==> config.mk <==
export PLATFORM = sky130hd
export DESIGN_NAME = bsg_fifo_1r1w_rolly_gen
export DESIGN_NICKNAME = d
export VERILOG_FILES = /design/src/rtl/bsg_fifo_1r1w_rolly_gen.sv
export SDC_FILE = /design/constraint.sdc
export NUM_CORES = 1
export LEC_CHECK = 0
export BUFFER_PORTS_ARGS = -buffer_cell sky130_fd_sc_hd__buf_2
export CORE_ASPECT_RATIO = 1.2
export CORE_UTILIZATION = 55
export DETAILED_ROUTE_END_ITERATION = 16
export PLACE_DENSITY = 0.8
export SYNTH_ARGS = -nofsm -noshare
export SYNTH_HDL_FRONTEND = slang
export SYNTH_SLANG_ARGS = --single-unit
==> constraint.sdc <==
create_clock -name clk_i -period 6.85 [get_ports clk_i]
set_clock_uncertainty 0.1 [all_clocks]
set_input_delay 0.685 -clock clk_i [delete_from_list [all_inputs] [get_ports clk_i]]
set_output_delay 0.685 -clock clk_i [all_outputs]
set_load 0.01 [all_outputs]
==> src/rtl/bsg_fifo_1r1w_rolly_gen.sv <==
// rtl/bsg_fifo_1r1w_rolly_gen.sv - rollback FIFO with write, speculative-read and commit pointers
module bsg_fifo_1r1w_rolly_gen #(
  parameter int width_p      = 32,
  parameter int els_p        = 8,
  parameter int commit_max_p = 2,
  localparam int lg_els_lp       = (els_p > 1) ? $clog2(els_p) : 1,
  localparam int cnt_width_lp    = (els_p + 1 > 1) ? $clog2(els_p + 1) : 1,
  localparam int commit_width_lp = (commit_max_p + 1 > 1) ? $clog2(commit_max_p + 1) : 1
) (
  input  logic                       clk_i,
  input  logic                       reset_n_i,
  input  logic [width_p-1:0]         data_i,
  input  logic                       v_i,
  output logic                       ready_o,
  output logic [width_p-1:0]         data_o,
  output logic                       v_o,
  input  logic                       yumi_i,
  input  logic [commit_width_lp-1:0] commit_cnt_i,
  input  logic                       roll_i,
  input  logic                       clr_i,
  output logic [cnt_width_lp-1:0]    occupancy_o,
  output logic [cnt_width_lp-1:0]    unread_o
);

  typedef struct packed {
    logic                 wrap;
    logic [lg_els_lp-1:0] idx;
  } ptr_t;

  localparam logic [cnt_width_lp:0]   els_ext_lp = (cnt_width_lp+1)'(els_p);
  localparam logic [cnt_width_lp-1:0] els_cnt_lp = cnt_width_lp'(els_p);

  // Increment never exceeds els_p, so at most one wrap toggle per add.
  function automatic ptr_t ptr_add(ptr_t p, logic [cnt_width_lp-1:0] inc);
    logic [cnt_width_lp:0] sum;
    ptr_t r;
    sum = (cnt_width_lp+1)'(p.idx) + {1'b0, inc};
    if (sum >= els_ext_lp) begin
      r.idx  = lg_els_lp'(sum - els_ext_lp);
      r.wrap = ~p.wrap;
    end else begin
      r.idx  = lg_els_lp'(sum);
      r.wrap = p.wrap;
    end
    return r;
  endfunction

  function automatic logic [cnt_width_lp-1:0] ptr_diff(ptr_t a, ptr_t b);
    logic [cnt_width_lp-1:0] ai, bi;
    ai = cnt_width_lp'(a.idx);
    bi = cnt_width_lp'(b.idx);
    return (a.wrap == b.wrap) ? (ai - bi) : (ai + els_cnt_lp - bi);
  endfunction

  ptr_t wptr_r, rptr_r, cptr_r;
  ptr_t wptr_n, rptr_n, cptr_n;
  logic [width_p-1:0] mem [els_p];

  logic [cnt_width_lp-1:0] held_cnt, unread_cnt, spec_cnt;
  logic full, empty, enq, rd;

  assign held_cnt   = ptr_diff(wptr_r, cptr_r);
  assign unread_cnt = ptr_diff(wptr_r, rptr_r);
  assign spec_cnt   = ptr_diff(rptr_r, cptr_r);

  assign full  = (held_cnt == els_cnt_lp);
  assign empty = (rptr_r == wptr_r);

  assign ready_o = reset_n_i & ~clr_i & ~full;
  assign v_o     = reset_n_i & ~roll_i & ~empty;
  assign enq     = v_i & ready_o;
  assign rd      = yumi_i & v_o;

  assign occupancy_o = reset_n_i ? held_cnt   : '0;
  assign unread_o    = reset_n_i ? unread_cnt : '0;

  // Commit lands first; roll then rewinds to the freshly committed point.
  assign cptr_n = ptr_add(cptr_r, cnt_width_lp'(commit_cnt_i));
  assign rptr_n = roll_i ? cptr_n : ptr_add(rptr_r, cnt_width_lp'(rd));
  assign wptr_n = clr_i  ? rptr_n : ptr_add(wptr_r, cnt_width_lp'(enq));

  always_ff @(posedge clk_i) begin
    if (!reset_n_i) begin
      wptr_r <= '0;
      rptr_r <= '0;
      cptr_r <= '0;
    end else begin
      wptr_r <= wptr_n;
      rptr_r <= rptr_n;
      cptr_r <= cptr_n;
    end
  end

  always_ff @(posedge clk_i) begin
    if (enq) mem[wptr_r.idx] <= data_i;
  end

  assign data_o = mem[rptr_r.idx];

  always_ff @(posedge clk_i) begin
    if (reset_n_i) begin
      assert (cnt_width_lp'(commit_cnt_i) <= spec_cnt);
      assert (!yumi_i || v_o);
      assert (commit_cnt_i <= commit_width_lp'(commit_max_p));
    end
  end

endmodule
==> results.tsv, run 1 <==
metric	value	unit
run status	finished, final reports clean	
leakage power total	4.15	nW
TNS Setup	0	ns
synthesized-area fraction occupied by and/or/nand/nor cells	0.0623	
maximum buffer depth of the clock tree	3	
# placed instances	874	
number of flops mapped to enable cells by yosys	256	
Final #Nets	700	
final setup violation count	0	
mux contribution to synthesized area	0.136	
maximum level of the CTS H-tree	1	
RD Place Congestion	0.857	
Peak VDD IR	0.000160	V
setup repair after global routing missed its margin	false	
delay of the slowest critical-path stage	0.59	ns
compound-cell area share of the yosys netlist	0.0111	
minimum clock period	3.86	ns
overall track demand over capacity in global routing	0.229	
top-count cell post-synth	edfxtp_1	
Post-DP HPWL	11700	µm
Routed Antenna Nets	0	
crit path max-delay cell type	dfxtp_1	
Std-Cell Rows	55	
initial drt markers	496	
count of instances resized after the clock tree is built	0	
Fill cells	1237	
vertical die dimension	154	µm
Cell variety after synth	39	
fraction of met1 tracks used by global routing	0.291	
Vias/cell	5.92	
area occupied by registers	0.00794	mm²
max-slew violation total from the final report	0	
Sw Ratio	0.232	
Max-slew headroom	0.219	
sequential area share after synthesis	0.745	
IO Count	82	
Final Instance Count excl. Fillers	920	
first-pass GRT wire length	33200	µm
Hold-fix buffers, CTS	0	
transition time at the pin with the least slew margin	1.17	ns
register bit count reported by yosys	268	
ordered cell list for the critical path	inv_1 > ha_1 > inv_1 > fa_1 > or3b_4 > nor3_4 > nor2_1 > buf_2	
global-route track usage on met2	0.403	
layout overhead on the synthesized area	14.3	%
post-CTS setup buffer count	0	
initial antenna violation count	2	
sequential power share	0.518	
part of the cycle the worst path needs	0.564	
Final Hold Viols	0	
R2R setup slack	3.17	ns
fmax	0.259	GHz
number of global-route vias before repair	5805	
dominant combinational cell family by area after synthesis	multiplexers	
leading post-synthesis cells by instance count	edfxtp_1, nand2_1, mux4_2, nor2_1	
family of cells with the greatest summed delay on the critical path	simple AND/OR/NAND/NOR gates	
ratio of cells with drive above 1 in the final layout	0.318	
total buffers and inverters traversed by the critical path	3	
endpoint of the worst-slack reg-to-reg timing path	mem[0][2]$_DFFE_PP_	
Starting Density	0.562	
Critical Path AT	3.08	ns
core area	0.0189	mm²
fraction of registers with async set or reset after synthesis	0	
length in cells of the worst reg-to-reg path	9	
internal power	0.00279	W
crit path max fanout	7	
total via count after detailed routing	5446	
CTS tree	done	
Routed Wire Length	21700	µm
worst reg2reg path startpoint	wptr_r[0]$_SDFF_PN0_	
met3 Resource Use GR	0.0356	
most numerous cell on the critical path	inv_1	
min-delay worst type	in2reg	
number of iterations in the first detailed-routing pass	5	
area of the mapped netlist	0.0106	mm²
average footprint of a synthesized cell	19.3	µm²
Critical path destination	ready_o	
gr ovfl total	0	
Clock Power Share	0.375	
GR peak layer	met2	
Syn Nets	605	
critical path endpoint category	output port	
CTS root buf	clkbuf_16	
switching power	0.000842	W
area share of the leading cell type in the synthesized netlist	0.722	
launching instance or port of the critical path	wptr_r[0]$_SDFF_PN0_	
number of buffer cells added on primary ports	81	
footprint of the multi-input gates	0.00258	mm²
number of sinks driven by the clock tree	268	
synthesized-area fraction occupied by xor and xnor cells	0.00741	
remaining routing DRC violations	0	
cell accounting for the most synthesized area	edfxtp_1	
portion of total power attributed to combinational logic	0.107	
Max Cap Violations	0	
clock buffers created by TritonCTS	25	
final instance area	0.0122	mm²
total placed instance area	0.0114	mm²
total power density per cell area	299	mW/mm²
data required time of the worst path	6.06	ns
horizontal die dimension	129	µm
critical path startpoint category	flop	
Post-Synth Adder-Cell Area	0.0198	
Die Area	0.0199	mm²
dominant register cell in the synthesized netlist	edfxtp_1	
Mapped Cells	550	
insertion delay to the later sink of the worst-skew pair	0.52	ns
cell depth of the worst setup path	8	
cell types occupying the most area after synthesis	edfxtp_1, mux4_2, nand2_1	
category of the most critical setup path	reg2out	
clock-pin slew on the worst setup and hold paths	0.06	ns
routed length per instance	23.6	µm
YS warnings	0	
maximum number of pins on one net before global-route repair	69	
layout make-up:
class	instances	area share
Antenna cell	1	0.000206
Tap cell	256	0.0263
Clock inverter	13	0.0120
Sequential cell	268	0.652
Timing Repair Buffer	92	0.0401
Multi-Input combinational cell	247	0.212
Clock buffer	32	0.0536
Inverter	11	0.00339
through the flow:
step           hold slack, ns  utilization  setup slack (ns)  total power, W
2_1_floorplan           0.405            -              2.57         0.00216
3_3_place_gp            0.432        0.600              3.45         0.00228
3_5_place_dp            0.454        0.600              3.26         0.00230
4_1_cts                 0.313        0.643              2.97         0.00366
5_1_grt                 0.319        0.643              2.83         0.00375
6_report                0.328        0.643              2.99         0.00363
power groups by stage:
stage               clock [W]  sequential, W  combinational (W)
global route          0.00145        0.00189           0.000420
detailed placement          0        0.00192           0.000383
floorplan                   0        0.00187           0.000291
global placement            0        0.00192           0.000367
finish                0.00136        0.00188           0.000389
CTS                   0.00138        0.00188           0.000390
how the worst min path moves through the flow:
stage / slack [ns] / cells past startpoint / end / startpoint
6_report: 0.33 / 1 / mem[4][6]$_DFFE_PP_ / data_i[6]
5_1_grt: 0.32 / 1 / mem[4][6]$_DFFE_PP_ / data_i[6]
4_1_cts: 0.31 / 1 / mem[6][6]$_DFFE_PP_ / data_i[6]
3_5_place_dp: 0.45 / 2 / cptr_r[3]$_SDFF_PN0_ / cptr_r[3]$_SDFF_PN0_
3_3_place_gp: 0.43 / 2 / cptr_r[3]$_SDFF_PN0_ / cptr_r[3]$_SDFF_PN0_
2_1_floorplan: 0.41 / 2 / cptr_r[3]$_SDFF_PN0_ / cptr_r[3]$_SDFF_PN0_
registers in the layout, indices dropped and copies added (netlist names):
register	count
cptr_r	4
mem	256
rptr_r	4
wptr_r	4
per-layer routing:
layer / part of all wire / vias up / routed length, µm
met5: 0.00041 / - / 9
li1: - / 2350 / -
met4: 0.019 / 2 / 413
met3: 0.057 / 31 / 1230
met1: 0.38 / 2854 / 8330
met2: 0.54 / 209 / 11700
kinds of logic (layout without fill, tap and decap cells):
family,after synthesis,after routing
adders and majority gates,15,15
other,0,1
xor gates and xnor gates,9,9
muxes,65,65
and+or+nand+nor,144,144
buffers and inverters,35,148
DFF,268,268
AOI/OAI and AO/OA,14,14
layout by cell type (no fill, tap or decap), types with 2 or more instances in the layout:
cell       synthesis  routed
clkbuf_1           6       7
nor3_1             6       3
nand3_1            3       3
and2_1             4       4
bufinv_16          0       3
a21oi_1            4       4
clkinv_2           0       4
clkinv_1           0       3
nand2b_1           3       3
mux4_2            64      64
edfxtp_1         256     256
inv_6              0       2
nor2_1            15      13
buf_4              0      11
o21ai_0            2       2
inv_1             10      10
fa_1               3       3
o22a_1             3       3
dfxtp_1           12       9
nor3_2             1       4
ha_1              12      12
xnor2_1            2       2
clkbuf_16          0      25
xor2_1             7       7
nor4_4             0       2
and3_4             2       2
nand2_1           98      98
or3_1              2       2
buf_2              6      81
dfxtp_4            0       2
nor2_4             0       2
nand3b_1           2       2
Note: power is estimated with default switching activity, not from simulation.
==> run 2, diff against run 1 <==
--- a/config.mk
+++ b/config.mk
@@ -5,11 +5,12 @@
 export SDC_FILE = /design/constraint.sdc
 export NUM_CORES = 1
 export LEC_CHECK = 0
+export ABC_AREA = 1
 export BUFFER_PORTS_ARGS = -buffer_cell sky130_fd_sc_hd__buf_2
 export CORE_ASPECT_RATIO = 1.2
-export CORE_UTILIZATION = 55
+export CORE_UTILIZATION = 54
 export DETAILED_ROUTE_END_ITERATION = 16
-export PLACE_DENSITY = 0.8
+export PLACE_DENSITY = 0.82
 export SYNTH_ARGS = -nofsm -noshare
 export SYNTH_HDL_FRONTEND = slang
 export SYNTH_SLANG_ARGS = --single-unit
==> constraint.sdc (replaced) <==
create_clock -name clk_i -period 3.4 [get_ports clk_i]
set_clock_uncertainty 0.1 [all_clocks]
set_input_delay 0.34 -clock clk_i [delete_from_list [all_inputs] [get_ports clk_i]]
set_output_delay 0.34 -clock clk_i [all_outputs]
set_load 0.01 [all_outputs]
==> results.tsv, run 2 <==
metric	value	unit	change
run status	finished, final reports clean		unchanged
number of flops mapped to enable cells by yosys	256		unchanged
largest register by flop count	mem		unchanged
Peak VDD IR	0.000449	V	was 0.000160 V
overall track demand over capacity in global routing	0.218		was 0.229
commonest non-fill, non-tap cells in the layout	edfxtp_1, nor2_1, nand2_1		was edfxtp_1, nand2_1, buf_2
Std-Cell Rows	56		was 55
fmax	0.324	GHz	
top-count cell post-synth	edfxtp_1		unchanged
routed length per instance	18.3	µm	was 23.6 µm
maximum buffer depth of the clock tree	3		unchanged
insertion delay to the later sink of the worst-skew pair	0.51	ns	was 0.52 ns
area occupied by registers	0.00793	mm²	was 0.00794 mm²
Max Cap Violations	0		unchanged
crit path max fanout	21		was 7
part of the cycle the worst path needs	0.907		
Routed Wire Length	22600	µm	was 21,700 µm
Final Hold Viols	0		unchanged
Mapped Cells	868		was 550
clock-pin slew on the worst setup and hold paths	0.07	ns	was 0.06 ns
RD Place Congestion	0.811		was 0.857
initial drt markers	659		was 496
delay of the slowest critical-path stage	0.52	ns	was 0.59 ns
initial antenna violation count	0		was 2
sequential area share after synthesis	0.729		was 0.745
min-delay worst type	in2reg		unchanged
max-slew violation total from the final report	0		unchanged
Starting Density	0.554		was 0.562
crit path max-delay cell type	nor2_4		was dfxtp_1
worst reg2reg path startpoint	wptr_r[0]$_SDFF_PN0_		unchanged
total via count after detailed routing	7070		was 5,446
Cell variety after synth	25		was 39
critical path startpoint category	flop		unchanged
number of sinks driven by the clock tree	268		unchanged
Fill cells	1455		was 1,237
total buffers and inverters traversed by the critical path	4		was 3
leakage power total	4.43	nW	was 4.15 nW
min-delay src	data_i[3]		was data_i[6]
clock buffers created by TritonCTS	25		unchanged
cell types occupying the most area after synthesis	edfxtp_1, nor2_1, nand2_1		was edfxtp_1, mux4_2, nand2_1
category of the most critical setup path	reg2reg		was reg2out
launching instance or port of the critical path	wptr_r[0]$_SDFF_PN0_		unchanged
post-CTS setup buffer count	0		unchanged
Vias/cell	5.75		was 5.92
fraction of registers with async set or reset after synthesis	0		unchanged
maximum level of the CTS H-tree	1		unchanged
Critical Path AT	3.19	ns	was 3.08 ns
area of the mapped netlist	0.0109	mm²	was 0.0106 mm²
most numerous cell on the critical path	inv_1		unchanged
family of cells with the greatest summed delay on the critical path	simple AND/OR/NAND/NOR gates		unchanged
ordered cell list for the critical path	inv_1 > ha_1 > inv_1 > fa_1 > inv_1 > nand2_1 > nor2_1 > nand3_1 > nand3_2 > nor2_4 > buf_12		was inv_1 > ha_1 > inv_1 > fa_1 > or3b_4 > nor3_4 > nor2_1 > buf_2
first-pass GRT wire length	35100	µm	was 33,200 µm
number of global-route vias before repair	6997		was 5,805
Final #Nets	1006		was 700
minimum clock period	3.08	ns	
vertical die dimension	157	µm	was 154 µm
Die Area	0.0207	mm²	was 0.0199 mm²
Antenna Diode Count	0		was 1
total power density per cell area	584	mW/mm²	was 299 mW/mm²
CTS root buf	clkbuf_16		unchanged
data required time of the worst path	3.51	ns	was 6.06 ns
transition time at the pin with the least slew margin	0.806	ns	was 1.17 ns
layout overhead on the synthesized area	13.4	%	was 14.3%
footprint of the multi-input gates	0.00257	mm²	was 0.00258 mm²
horizontal die dimension	132	µm	was 129 µm
number of iterations in the first detailed-routing pass	5		unchanged
number of buffer cells added on primary ports	81		unchanged
register bit count reported by yosys	268		unchanged
remaining routing DRC violations	0		unchanged
area share of the leading cell type in the synthesized netlist	0.707		was 0.722
core area	0.0196	mm²	was 0.0189 mm²
ratio of cells with drive above 1 in the final layout	0.149		was 0.318
final setup violation count	0		unchanged
total placed instance area	0.0115	mm²	was 0.0114 mm²
final instance area	0.0123	mm²	was 0.0122 mm²
IO Count	82		unchanged
setup repair after global routing missed its margin	false		unchanged
leading post-synthesis cells by instance count	edfxtp_1, nor2_1, nand2_1, o21ai_0, o22ai_1		was edfxtp_1, nand2_1, mux4_2, nor2_1
Final Instance Count excl. Fillers	1230		was 920
Routed Antenna Nets	0		unchanged
YS warnings	0		unchanged
max FFs per register	256		unchanged
dominant register cell in the synthesized netlist	edfxtp_1		unchanged
# placed instances	1177		was 874
Syn Nets	923		was 605
CTS tree	done		unchanged
gr ovfl total	0		unchanged
average footprint of a synthesized cell	12.5	µm²	was 19.3 µm²
most common cell after layout, fill and taps aside	edfxtp_1		unchanged
maximum number of pins on one net before global-route repair	85		was 69
critical path endpoint category	flop		was output port
Max-slew headroom	0.463		was 0.219
Post-DP HPWL	12800	µm	was 11,700 µm
cell accounting for the most synthesized area	edfxtp_1		unchanged
## run 2: final timing paths
check	endpoint	slack [ns]	cells past startpoint
setup reg to reg	mem[5][7]$_DFFE_PP_	0.32	11
setup / recovery	mem[5][7]$_DFFE_PP_	0.32	11
hold reg to reg	cptr_r[3]$_SDFF_PN0_	0.42	2
hold / removal	mem[1][3]$_DFFE_PP_	0.01	1
## run 2: cells by family after synthesis
kind of cell / share of synthesized area
flip-flops: 0.729
XOR/XNOR: 0.00483
buffers and inverters: 0.0398
AND/OR/NAND/NOR: 0.103
adder cells (fa/ha/maj): 0.0193
AO/OA/AOI/OAI: 0.104
## run 2: worst register-to-register path: stages (launching register included)
cell,delay [ns]
dfxtp_1,0.36
inv_1,0.19
ha_1,0.19
inv_1,0.06
fa_1,0.50
inv_1,0.05
nand2_1,0.05
nor2_1,0.04
nand3_1,0.10
nand3_2,0.37
nor2_4,0.52
buf_12,0.25
## run 2: through the flow
stage          setup TNS (ns)  total power (W)  hold slack [ns]  worst slack [ns]  utilization
6_report                    0          0.00721          0.00955             0.316        0.629
5_1_grt                     0          0.00748          0.00273            0.0566        0.629
4_1_cts                     0          0.00723         0.000130             0.299        0.629
3_5_place_dp                0          0.00479            0.400             0.315        0.588
3_3_place_gp                0          0.00475            0.390             0.439        0.588
2_1_floorplan           -6.01          0.00446            0.339           -0.0235            -
## run 2: cell type report
class	count	area share
Multi-Input combinational cell	521	0.209
Sequential cell	268	0.643
Inverter	28	0.00862
Tap cell	261	0.0265
Timing Repair Buffer	107	0.0544
Clock buffer	31	0.0526
Clock inverter	14	0.00609
## run 2: layer usage
metal  GRT usage  part of all wire  vias to the layer above
met5           0                 0                        -
met4       0.104             0.030                        0
met3      0.0251             0.057                       56
met2       0.397              0.53                      291
met1       0.260              0.38                     3435
li1            -                 -                     3288
## run 2: what timing repair did
action,in CTS,in global routing
hold endpoints to repair,39,0
endpoints found under the setup margin,0,0
hold buffers,8,0
gates resized for setup,0,0
## run 2: power by group
| group | total [W] | switching, W | internal [W] | leakage (nW) |
|---|---|---|---|---|
| combinational | 0.00103 | 0.000685 | 0.000342 | 1.67 |
| clock | 0.00248 | 0.00113 | 0.00135 | 0.353 |
| sequential | 0.00370 | 0.0000278 | 0.00367 | 2.41 |
| total | 0.00721 | 0.00184 | 0.00537 | 4.43 |
==> run 3, diff against run 2 <==
--- a/config.mk
+++ b/config.mk
@@ -8,9 +8,9 @@
 export ABC_AREA = 1
 export BUFFER_PORTS_ARGS = -buffer_cell sky130_fd_sc_hd__buf_2
 export CORE_ASPECT_RATIO = 1.2
-export CORE_UTILIZATION = 54
+export CORE_UTILIZATION = 55
 export DETAILED_ROUTE_END_ITERATION = 16
-export PLACE_DENSITY = 0.82
+export PLACE_DENSITY = 0.8
 export SYNTH_ARGS = -nofsm -noshare
 export SYNTH_HDL_FRONTEND = slang
 export SYNTH_SLANG_ARGS = --single-unit
==> constraint.sdc (replaced) <==
create_clock -name clk_i -period 3.91 [get_ports clk_i]
set_clock_uncertainty 0.1 [all_clocks]
set_input_delay 0.391 -clock clk_i [delete_from_list [all_inputs] [get_ports clk_i]]
set_output_delay 0.391 -clock clk_i [all_outputs]
set_load 0.01 [all_outputs]
==> results.tsv, run 3 (synthesized netlist as in run 2, its figures left out) <==
metric	value	unit	change
Final #Nets	1000		was 1,006
RD Place Congestion	0.850		was 0.811
maximum level of the CTS H-tree	1		unchanged
Fill cells	1418		was 1,455
largest register by flop count	mem		unchanged
Worst Hold Margin	0.0580	ns	was 0.00955 ns
horizontal die dimension	130	µm	was 132 µm
sequential power share	0.483		was 0.513
Std-Cell Rows	55		was 56
count of instances resized after the clock tree is built	0		unchanged
Critical Path AT	3.40	ns	was 3.19 ns
Max-slew headroom	0.529		was 0.463
number of sinks driven by the clock tree	268		unchanged
switching power	0.00165	W	was 0.00184 W
number of iterations in the first detailed-routing pass	5		unchanged
Max Cap Violations	0		unchanged
fmax	0.306	GHz	was 0.324 GHz
post-CTS setup buffer count	0		unchanged
Routed Wire Length	23500	µm	was 22,600 µm
initial drt markers	765		was 659
insertion delay to the later sink of the worst-skew pair	0.52	ns	was 0.51 ns
Post-Place Setup Slack	0.650	ns	was 0.315 ns
internal power	0.00503	W	was 0.00537 W
ratio of cells with drive above 1 in the final layout	0.157		was 0.149
Hold-fix buffers, CTS	0		was 8
Clock Power Share	0.384		was 0.344
routed length per instance	19.2	µm	was 18.3 µm
part of the cycle the worst path needs	0.837		was 0.907
Sw Ratio	0.247		was 0.255
commonest non-fill, non-tap cells in the layout	edfxtp_1, nor2_1, nand2_1		unchanged
max-slew violation total from the final report	0		unchanged
Routed Antenna Nets	0		unchanged
Antenna Diode Count	0		unchanged
gr ovfl total	0		unchanged
portion of total power attributed to combinational logic	0.133		was 0.143
total placed instance area	0.0115	mm²	about the same
category of the most critical setup path	reg2reg		unchanged
IO Count	82		unchanged
leakage power total	4.48	nW	was 4.43 nW
overall track demand over capacity in global routing	0.240		was 0.218
layout overhead on the synthesized area	14.0	%	was 13.4%
Vias/cell	5.74		was 5.75
CTS root buf	clkbuf_16		unchanged
total via count after detailed routing	7003		was 7,070
minimum clock period	3.27	ns	was 3.08 ns
max FFs per register	256		unchanged
Peak VDD IR	0.000421	V	was 0.000449 V
data required time of the worst path	4.04	ns	was 3.51 ns
number of buffer cells added on primary ports	81		unchanged
final setup violation count	0		unchanged
setup ws final	0.637	ns	was 0.316 ns
core area	0.0191	mm²	was 0.0196 mm²
TNS Setup	0	ns	unchanged
run status	finished, final reports clean		unchanged
vertical die dimension	156	µm	was 157 µm
Post-DP HPWL	13600	µm	was 12,800 µm
transition time at the pin with the least slew margin	0.707	ns	was 0.806 ns
utilization after layout	0.648		was 0.629
final instance area	0.0124	mm²	was 0.0123 mm²
critical path endpoint category	flop		unchanged
clock-pin slew on the worst setup and hold paths	0.06	ns	was 0.07 ns
maximum number of pins on one net before global-route repair	129		was 85
CTS tree	done		unchanged
critical path startpoint category	flop		unchanged
maximum buffer depth of the clock tree	3		unchanged
most common cell after layout, fill and taps aside	edfxtp_1		unchanged
first-pass GRT wire length	36700	µm	was 35,100 µm
number of global-route vias before repair	7026		was 6,997
initial antenna violation count	1		was 0
Die Area	0.0203	mm²	was 0.0207 mm²
min-delay worst type	in2reg		unchanged
total power density per cell area	538	mW/mm²	was 584 mW/mm²
Starting Density	0.568		was 0.554
setup repair after global routing missed its margin	false		unchanged
remaining routing DRC violations	0		unchanged
clock buffers created by TritonCTS	26		was 25
Final Hold Viols	0		unchanged
crit path max fanout	18		was 21
==> run 3: changes by cell type in the layout (fill, tap and decap cells not counted) <==
| cell | before | now |
|---|---|---|
| bufinv_16 | 0 | 4 |
| clkinv_1 | 7 | 2 |
| dlygate4sd3_1 | 8 | 0 |
| clkinv_2 | 6 | 5 |
| buf_4 | 14 | 16 |
| buf_12 | 4 | 3 |
| clkbuf_16 | 25 | 27 |
| clkbuf_8 | 0 | 1 |
==> run 3: critical path, cell delays in order (launching register included) <==
cell and delay [ns]:
dfxtp_1 0.36, inv_1 0.19, ha_1 0.18, inv_1 0.06, fa_1 0.51, inv_1 0.04, nand2_1 0.05, nor2_1 0.04
nand3_1 0.10, nand3_2 0.37, nor2_4 0.65, buf_4 0.30
==> run 3: routing by layer <==
metal	share of wire	vias to the layer above	track usage
met2	0.50	292	0.397
met5	0	-	0
met1	0.41	3393	0.323
li1	-	3277	-
met3	0.074	41	0.0391
met4	0.021	0	0.0837
==> run 3: cell type report <==
cell class | count | area (µm²) | area share
Clock buffer | 34 | 712 | 0.0574
Multi-Input combinational cell | 521 | 2570 | 0.208
Tap cell | 256 | 320 | 0.0258
Timing Repair Buffer | 100 | 586 | 0.0472
Inverter | 28 | 106 | 0.00858
Clock inverter | 12 | 171 | 0.0138
Sequential cell | 268 | 7930 | 0.640
==> run 3: power groups by stage <==
stage / Sequential, W / Combinational [W] / Clock [W]
after CTS: 0.00322 / 0.000886 / 0.00258
final: 0.00322 / 0.000885 / 0.00256
after global placement: 0.00328 / 0.000862 / 0
after detailed placement: 0.00329 / 0.000879 / 0
after floorplan: 0.00327 / 0.000603 / 0
after global routing: 0.00323 / 0.000989 / 0.00270
==> run 3: stage by stage <==
step / total power (W) / std cells
finish: 0.00667 / 1219
global route: 0.00692 / 1219
CTS: 0.00669 / 1219
detailed placement: 0.00416 / 1173
global placement: 0.00414 / 1173
floorplan: 0.00388 / 868
==> run 3: worst paths after layout <==
kind                            slack, ns                    to  cells past startpoint                 start
worst min-delay path                 0.06   mem[6][6]$_DFFE_PP_                      1             data_i[6]
worst max-delay path                 0.64  mem[1][30]$_DFFE_PP_                     11  wptr_r[0]$_SDFF_PN0_
worst max register to register       0.64  mem[1][30]$_DFFE_PP_                     11  wptr_r[0]$_SDFF_PN0_
worst min register to register       0.41  cptr_r[3]$_SDFF_PN0_                      2  cptr_r[3]$_SDFF_PN0_
